<file path="src/rtl/intr_pkg.sv">
// Shared encodings for the interrupt / system-register controller.
package intr_pkg;
   localparam logic [1:0] SEL_PCS = 2'd0;
   localparam logic [1:0] SEL_IHA = 2'd1;
   localparam logic [1:0] SEL_IRA = 2'd2;
   localparam logic [1:0] SEL_IDN = 2'd3;

   localparam int PCS_IE  = 0;
   localparam int PCS_OIE = 1;

   // Wide enough for up to 16 sources.
   localparam int IDX_W = 4;

   typedef enum logic [1:0] {RUN, ENTER, HANDLER, EXIT} state_t;
endpackage

</file>
<file path="src/rtl/intr_ctrl_if.sv">
// System-register access bus between the instruction decoder and intr_ctrl.
interface intr_ctrl_if #(parameter int DBITS = 32);
   logic             sysWrEn;
   logic             sysRead;
   logic             sysRet;
   logic [1:0]       sysRegSel;
   logic [DBITS-1:0] sysWrData;
   logic [DBITS-1:0] sysRdData;

   modport master (output sysWrEn, sysRead, sysRet, sysRegSel, sysWrData,
                   input  sysRdData);
   modport slave  (input  sysWrEn, sysRead, sysRet, sysRegSel, sysWrData,
                   output sysRdData);
endinterface

</file>
<file path="src/rtl/intr_pending.sv">
// Pending-request tracking plus lowest-index priority encoder.
// INTR_EDGE_DETECT_EN selects a latched rising-edge pending register; otherwise pend follows irq.
module intr_pending import intr_pkg::*; #(
   parameter int NUM_SRC = 4
) (
   input  logic               clk,
   input  logic               reset,
   input  logic [NUM_SRC-1:0] irq,
   input  logic               clr,
   input  logic [IDX_W-1:0]   clrIdx,
   output logic               anyPend,
   output logic [IDX_W-1:0]   pendIdx
);
   logic [NUM_SRC-1:0] pend;

`ifdef INTR_EDGE_DETECT_EN
   logic [NUM_SRC-1:0] irqQ;

   // Clear beats a simultaneous new edge; that edge is dropped.
   always_ff @(posedge clk) begin
      if (reset) begin
         irqQ <= '0;
         pend <= '0;
      end else begin
         irqQ <= irq;
         for (int i = 0; i < NUM_SRC; i++) begin
            if (clr && clrIdx == IDX_W'(i))
               pend[i] <= 1'b0;
            else if (irq[i] && !irqQ[i])
               pend[i] <= 1'b1;
         end
      end
   end
`else
   assign pend = irq;

   logic unused_lvl;
   assign unused_lvl = ^{clk, reset, clr, clrIdx};
`endif

   assign anyPend = |pend;

   always_comb begin
      pendIdx = '0;
      for (int i = NUM_SRC - 1; i >= 0; i--)
         if (pend[i]) pendIdx = IDX_W'(i);
   end
endmodule

</file>
<file path="src/rtl/intr_ctrl.sv">
// Interrupt and system-register controller: PCS/IHA/IRA/IDN, handler entry/exit redirects.
// Optional INTR_EDGE_DETECT_EN (see intr_pending) enables latched edge-triggered requests.
module intr_ctrl import intr_pkg::*; #(
   parameter int NUM_SRC = 4,
   parameter int DBITS   = 32
) (
   input  logic               clk,
   input  logic               reset,
   input  logic [NUM_SRC-1:0] irq,
   input  logic               instBoundary,
   input  logic [DBITS-1:0]   nextPc,
   intr_ctrl_if.slave         sys,
   output logic               redirect,
   output logic [DBITS-1:0]   redirectPc,
   output logic               inHandler
);
   state_t           state, stateNext;
   logic             ie, oie;
   logic [DBITS-1:0] iha, ira;
   logic [IDX_W-1:0] idn;
   logic             anyPend;
   logic [IDX_W-1:0] pendIdx;
   logic             take, ret, wr;
   logic [DBITS-1:0] rdData;

   intr_pending #(.NUM_SRC(NUM_SRC)) u_pend (
      .clk     (clk),
      .reset   (reset),
      .irq     (irq),
      .clr     (take),
      .clrIdx  (pendIdx),
      .anyPend (anyPend),
      .pendIdx (pendIdx)
   );

   assign wr   = sys.sysWrEn & instBoundary;
   assign ret  = sys.sysRet & instBoundary & (state == RUN || state == HANDLER);
   // HANDLER is excluded so interrupts never nest, even with IE set by software.
   assign take = instBoundary & ie & anyPend & !sys.sysWrEn & !sys.sysRet & (state == RUN);

   always_comb begin
      stateNext = state;
      case (state)
         RUN:     if (ret) stateNext = EXIT;
                  else if (take) stateNext = ENTER;
         ENTER:   stateNext = HANDLER;
         HANDLER: if (ret) stateNext = EXIT;
         EXIT:    stateNext = RUN;
         default: stateNext = RUN;
      endcase
   end

   always_ff @(posedge clk) begin
      if (reset) begin
         state <= RUN;
         ie    <= 1'b0;
         oie   <= 1'b0;
         iha   <= '0;
         ira   <= '0;
         idn   <= '0;
      end else begin
         state <= stateNext;
         if (wr) begin
            case (sys.sysRegSel)
               SEL_PCS: begin
                  ie  <= sys.sysWrData[PCS_IE];
                  oie <= sys.sysWrData[PCS_OIE];
               end
               SEL_IHA: iha <= sys.sysWrData;
               SEL_IRA: ira <= sys.sysWrData;
               default: ;
            endcase
         end
         if (take) begin
            ira <= nextPc;
            idn <= pendIdx;
            oie <= ie;
            ie  <= 1'b0;
         end
         // Restoring IE consumes the saved copy so PCS reads back as plain IE afterwards.
         if (ret) begin
            ie  <= oie;
            oie <= 1'b0;
         end
      end
   end

   assign redirect   = (state == ENTER) || (state == EXIT);
   assign redirectPc = (state == ENTER) ? iha :
                       (state == EXIT)  ? ira : '0;
   assign inHandler  = (state == HANDLER);

   always_comb begin
      rdData = '0;
      if (sys.sysRead) begin
         case (sys.sysRegSel)
            SEL_PCS: rdData = DBITS'({oie, ie});
            SEL_IHA: rdData = iha;
            SEL_IRA: rdData = ira;
            SEL_IDN: rdData = DBITS'(idn);
            default: rdData = '0;
         endcase
      end
   end

   assign sys.sysRdData = rdData;
endmodule
</file>
<file path="src/flat_wrapper.sv">
// flat-port wrapper written by rule: the top's interface ports become plain ports
module intr_ctrl_flat import intr_pkg::*;
#(
   parameter int NUM_SRC = 4,
   parameter int DBITS   = 32
)
  (clk, reset, irq, instBoundary, nextPc, redirect, redirectPc, inHandler, sys_sysWrEn, sys_sysRead, sys_sysRet, sys_sysRegSel, sys_sysWrData, sys_sysRdData);
  intr_ctrl_if #(.DBITS(DBITS)) sys_i ();
  input  logic clk;
  input  logic reset;
  input  logic [NUM_SRC-1:0] irq;
  input  logic instBoundary;
  input  logic [DBITS-1:0] nextPc;
  output logic redirect;
  output logic [DBITS-1:0] redirectPc;
  output logic inHandler;
  input wire logic [$bits(sys_i.sysWrEn)-1:0] sys_sysWrEn;
  input wire logic [$bits(sys_i.sysRead)-1:0] sys_sysRead;
  input wire logic [$bits(sys_i.sysRet)-1:0] sys_sysRet;
  input wire logic [$bits(sys_i.sysRegSel)-1:0] sys_sysRegSel;
  input wire logic [$bits(sys_i.sysWrData)-1:0] sys_sysWrData;
  output wire logic [$bits(sys_i.sysRdData)-1:0] sys_sysRdData;
  assign sys_i.sysWrEn = sys_sysWrEn;
  assign sys_i.sysRead = sys_sysRead;
  assign sys_i.sysRet = sys_sysRet;
  assign sys_i.sysRegSel = sys_sysRegSel;
  assign sys_i.sysWrData = sys_sysWrData;
  assign sys_sysRdData = sys_i.sysRdData;
  intr_ctrl #(.NUM_SRC(NUM_SRC), .DBITS(DBITS)) u_core (.clk(clk), .reset(reset), .irq(irq), .instBoundary(instBoundary), .nextPc(nextPc), .sys(sys_i), .redirect(redirect), .redirectPc(redirectPc), .inHandler(inHandler));
endmodule
</file>
<file path="config.mk">
export PLATFORM = sky130hd
export DESIGN_NAME = intr_ctrl_flat
export DESIGN_NICKNAME = d
export VERILOG_FILES = /design/src/rtl/intr_pkg.sv /design/src/rtl/intr_ctrl_if.sv /design/src/rtl/intr_pending.sv /design/src/rtl/intr_ctrl.sv /design/src/flat_wrapper.sv
export SDC_FILE = /design/constraint.sdc
export NUM_CORES = 1
export LEC_CHECK = 0
export ABC_AREA = 1
export CELL_PAD_IN_SITES_DETAIL_PLACEMENT = 0
export CELL_PAD_IN_SITES_GLOBAL_PLACEMENT = 1
export CORE_MARGIN = 3
export CORE_UTILIZATION = 27
export CTS_CLUSTER_DIAMETER = 80
export CTS_CLUSTER_SIZE = 30
export DETAILED_ROUTE_END_ITERATION = 6
export PLACE_DENSITY = 0.82
export REMOVE_ABC_BUFFERS = 1
export SLEW_MARGIN = 20
export SYNTH_ARGS = -nofsm -noshare
export SYNTH_HDL_FRONTEND = slang
export SYNTH_SLANG_ARGS = --single-unit
export TNS_END_PERCENT = 1
</file>
<file path="constraint.sdc">
create_clock -name clk -period 1.4 [get_ports clk]
set_input_delay 0.35 -clock clk [delete_from_list [all_inputs] [get_ports clk]]
set_output_delay 0.35 -clock clk [all_outputs]
set_load 0.01 [all_outputs]
</file>
==> impl_metrics.ini <==
[logic_synthesis]
yosysTopAreaCell = dfxtp_1
yosysSeqAreaShare = 0.3541
synth_top_cell_area_share = 0.3541
syn-cell-area_sq_um = 3958
yosys_warnings = 0
synthCells = 646
synth.avg_cell_area_sq_um = 6.126
synth_area_leaders = dfxtp_1 (35%), nand2_1 (14%), nand3_1 (8.9%)
ys_types = 21
ys_seq_elements = 70

[floorplanning]
ios = 142
initial_core_util = 0.2808
die_h_microns = 127.1
coreArea_sq_um = 14100
dieArea_sq_um = 16150
num_rows = 43
chipWidth_microns = 127.1

[clocking]
clockBufferDepth = 2
cts_max_level = 3
cts_tree = yes
cts_made_buffers = 9
clock_sink_count = 70
hold_buffers = 0
cts_root_buf = clkbuf_16
clock_latency_ns = 0.34
clk_pin_slew_ns = 0.05

[setup_path]
r2r-start = u_core.state[1]$_SDFFE_PP0P_
path_max_fanout = 5
reg2reg_slack_ns = -0.33
crit_path_start_kind = register
arrival_ns = 1.55
cp_data_required_time_ns = 1.05
crit_type = reg2out
critPathCaptureType = output pin
rr_endpoint = u_core.ira[6]$_SDFFE_PP0P_
r2r_cells = 12

[pwr]
clockPowerShare = 0.372
peakVddDrop_uv = 798.1
p_comb_frac = 0.316
switching_power_mw = 2.054
internal_power_mw = 4.867
p_leak_nw = 2.977
seqPwrFrac = 0.311
switching_share = 0.2968
power.density_nw_per_um2 = 988.1

[global_routing]
first_global_vias = 4935
grt_overflow = 0
grt_pass1_wl_microns = 25610
grtUsageTotal = 0.2006
grt_antenna_before_repair = 0
grt_max_degree = 37

[worst_hold_path]
hp-start = u_core.idn[1]$_SDFFE_PP0P_
holdPathStages = 2
hold_class = reg2reg
worstHoldEndpoint = u_core.idn[1]$_SDFFE_PP0P_

[placed_design]
placedCellCount = 1001
hpwl_microns = 10370
port_buffers = 141
globalplace.congestion = 0.7941
placed_area_sq_um = 6236

[sta]
period_minus_slack_ns = 1.896
fin_ws_ns = -0.4956
max_freq_mhz = 527.5
hold_viol_final = 0
maxSlewHeadroom = 0.8062
fin_skew_ns = 0.004299
setup_violations = 104
tightest_slew_ns = 0.2907
finalCritPeriodShare = 1.354
slew_viol_final = 0
rsz0062_at_grt = true

[cells_and_area]
post-route-util = 0.4969
area_growth_pct = 76.98
layout.nets = 922
num-fill-cells = 1413
drive_gt1_frac = 0.3365
instances_no_fill = 1027
design_area_sq_um = 7004
antenna_cells = 0

[routing]
drt_first_pass_iters = 4
wl_per_cell_microns = 15.53
drc = 0
drt_iter0_markers = 313
antenna_left = 0
wl_microns = 15950
avgViaCountPerCell = 4.827
vias = 4957

[run_status]
status = complete, but fails checks
violations = setup timing

[job]
cap_violations = 0
-- Yosys cell counts --
library cell	n
clkbuf_1	35
ha_1	4
nand4_1	1
inv_1	46
clkinv_1	1
nand3_1	70
nor2_4	2
a21oi_1	65
or2_2	1
dfxtp_1	70
buf_1	3
buf_2	7
o21ai_1	37
buf_6	3
inv_2	4
nor3_1	1
o21ai_0	65
nor2_1	79
nand2_1	148
a31oi_1	3
nor2_2	1
-- flip-flops by register name, indices dropped and copies added, names as in the netlist --
register / count
u_core.iha: 32
u_core.ira: 32
u_core.idn: 2
u_core.state: 2
u_core.ie: 1
u_core.oie: 1
-- how the worst max path moves through the flow --
stage / endpoint / depth (start not counted) / slack (ns) / from
after floorplan: u_core.ira[28]$_SDFFE_PP0P_ / 7 / -1.18 / u_core.state[0]$_SDFFE_PP0P_
after global placement: sys_sysRdData[26] / 7 / -1.08 / sys_sysRegSel[0]
after detailed placement: sys_sysRdData[26] / 7 / -1.10 / sys_sysRegSel[0]
after CTS: redirectPc[8] / 8 / -0.53 / u_core.state[1]$_SDFFE_PP0P_
after global routing: redirectPc[24] / 7 / -0.56 / u_core.state[1]$_SDFFE_PP0P_
final: redirectPc[12] / 7 / -0.50 / u_core.state[1]$_SDFFE_PP0P_
-- timing repair --
action	4_1_cts	5_1_grt
endpoints found under the setup margin	136	134
cloned	7	0
pin swaps	24	10
buffers inserted	6	1
resized for setup	378	67
-- power by group through the flow --
stage                     clock network [mW]  logic (mW)  registers, mW
after floorplan                            0       0.580           2.15
after global placement                     0        1.53           2.17
after detailed placement                   0        1.53           2.17
after CTS                               2.64        2.26           2.15
after global routing                    2.75        2.36           2.16
final                                   2.58        2.19           2.16
-- per-layer routing --
layer,global-route usage,vias up,share of wire
li1,-,2502,-
met1,0.2560,2300,0.45
met2,0.3337,147,0.49
met3,0.06062,8,0.063
met4,0.04669,0,0.0057
met5,0,-,0
-- placed cells by master, fill, tap and decap left out, types with 3 or more instances in the layout --
cell	netlist	routed
inv_1	46	42
nand3_1	70	34
a21oi_2	0	19
buf_16	0	3
buf_6	3	10
nand2_2	0	5
nor2_1	79	77
nand2_1	148	141
nand3_2	0	34
buf_2	7	57
clkdlybuf4s50_1	0	70
dfxtp_1	70	68
clkbuf_16	0	9
nor2_4	2	4
o21ai_2	0	23
a31oi_1	3	3
inv_2	4	6
buf_12	0	22
o21ai_1	37	42
buf_4	0	65
o21ai_0	65	33
clkbuf_8	0	3
o21ai_4	0	4
ha_4	0	4
a21oi_1	65	46
-- final cells by class --
type,count,area (sq um),share of cell area
well taps,180,225.2,0.03215
repair buffers,233,2182,0.3115
flip-flops and latches,70,1406,0.2008
clock buffers,13,270.3,0.03859
inverters,51,209.0,0.02983
multi-input cells,477,2646,0.3778
clock inverters,3,65.06,0.009289
-- critical path, stage by stage, from the launching register on --
cell and delay [ns]:
dfxtp_2 0.35, buf_6 0.10, ha_4 0.20, buf_12 0.14
buf_16 0.12, nand3_2 0.09, o21ai_4 0.08, buf_6 0.12
-- through the flow --
stage | hold WS [ns] | power, mW | setup slack, ns | TNS, ns
floorplan | 0.4191 | 2.733 | -1.177 | -112.49
global placement | 0.4530 | 3.696 | -1.079 | -90.72
detailed placement | 0.4556 | 3.698 | -1.096 | -93.46
CTS | 0.4692 | 7.048 | -0.5286 | -26.97
global route | 0.5057 | 7.271 | -0.5574 | -35.40
finish | 0.4678 | 6.921 | -0.4956 | -27.86
-- cell families (layout without fill, tap and decap cells) --
| group | Yosys count | in the layout | share of synthesized area |
|---|---|---|---|
| AND/OR/NAND/NOR | 303 | 303 | 0.3155 |
| adder cells (fa/ha/maj) | 4 | 4 | 0.01265 |
| AO/OA/AOI/OAI | 170 | 170 | 0.2159 |
| buffers and inverters | 99 | 300 | 0.1018 |
| flip-flops | 70 | 70 | 0.3541 |
Power figures use the tool's default switching activity.
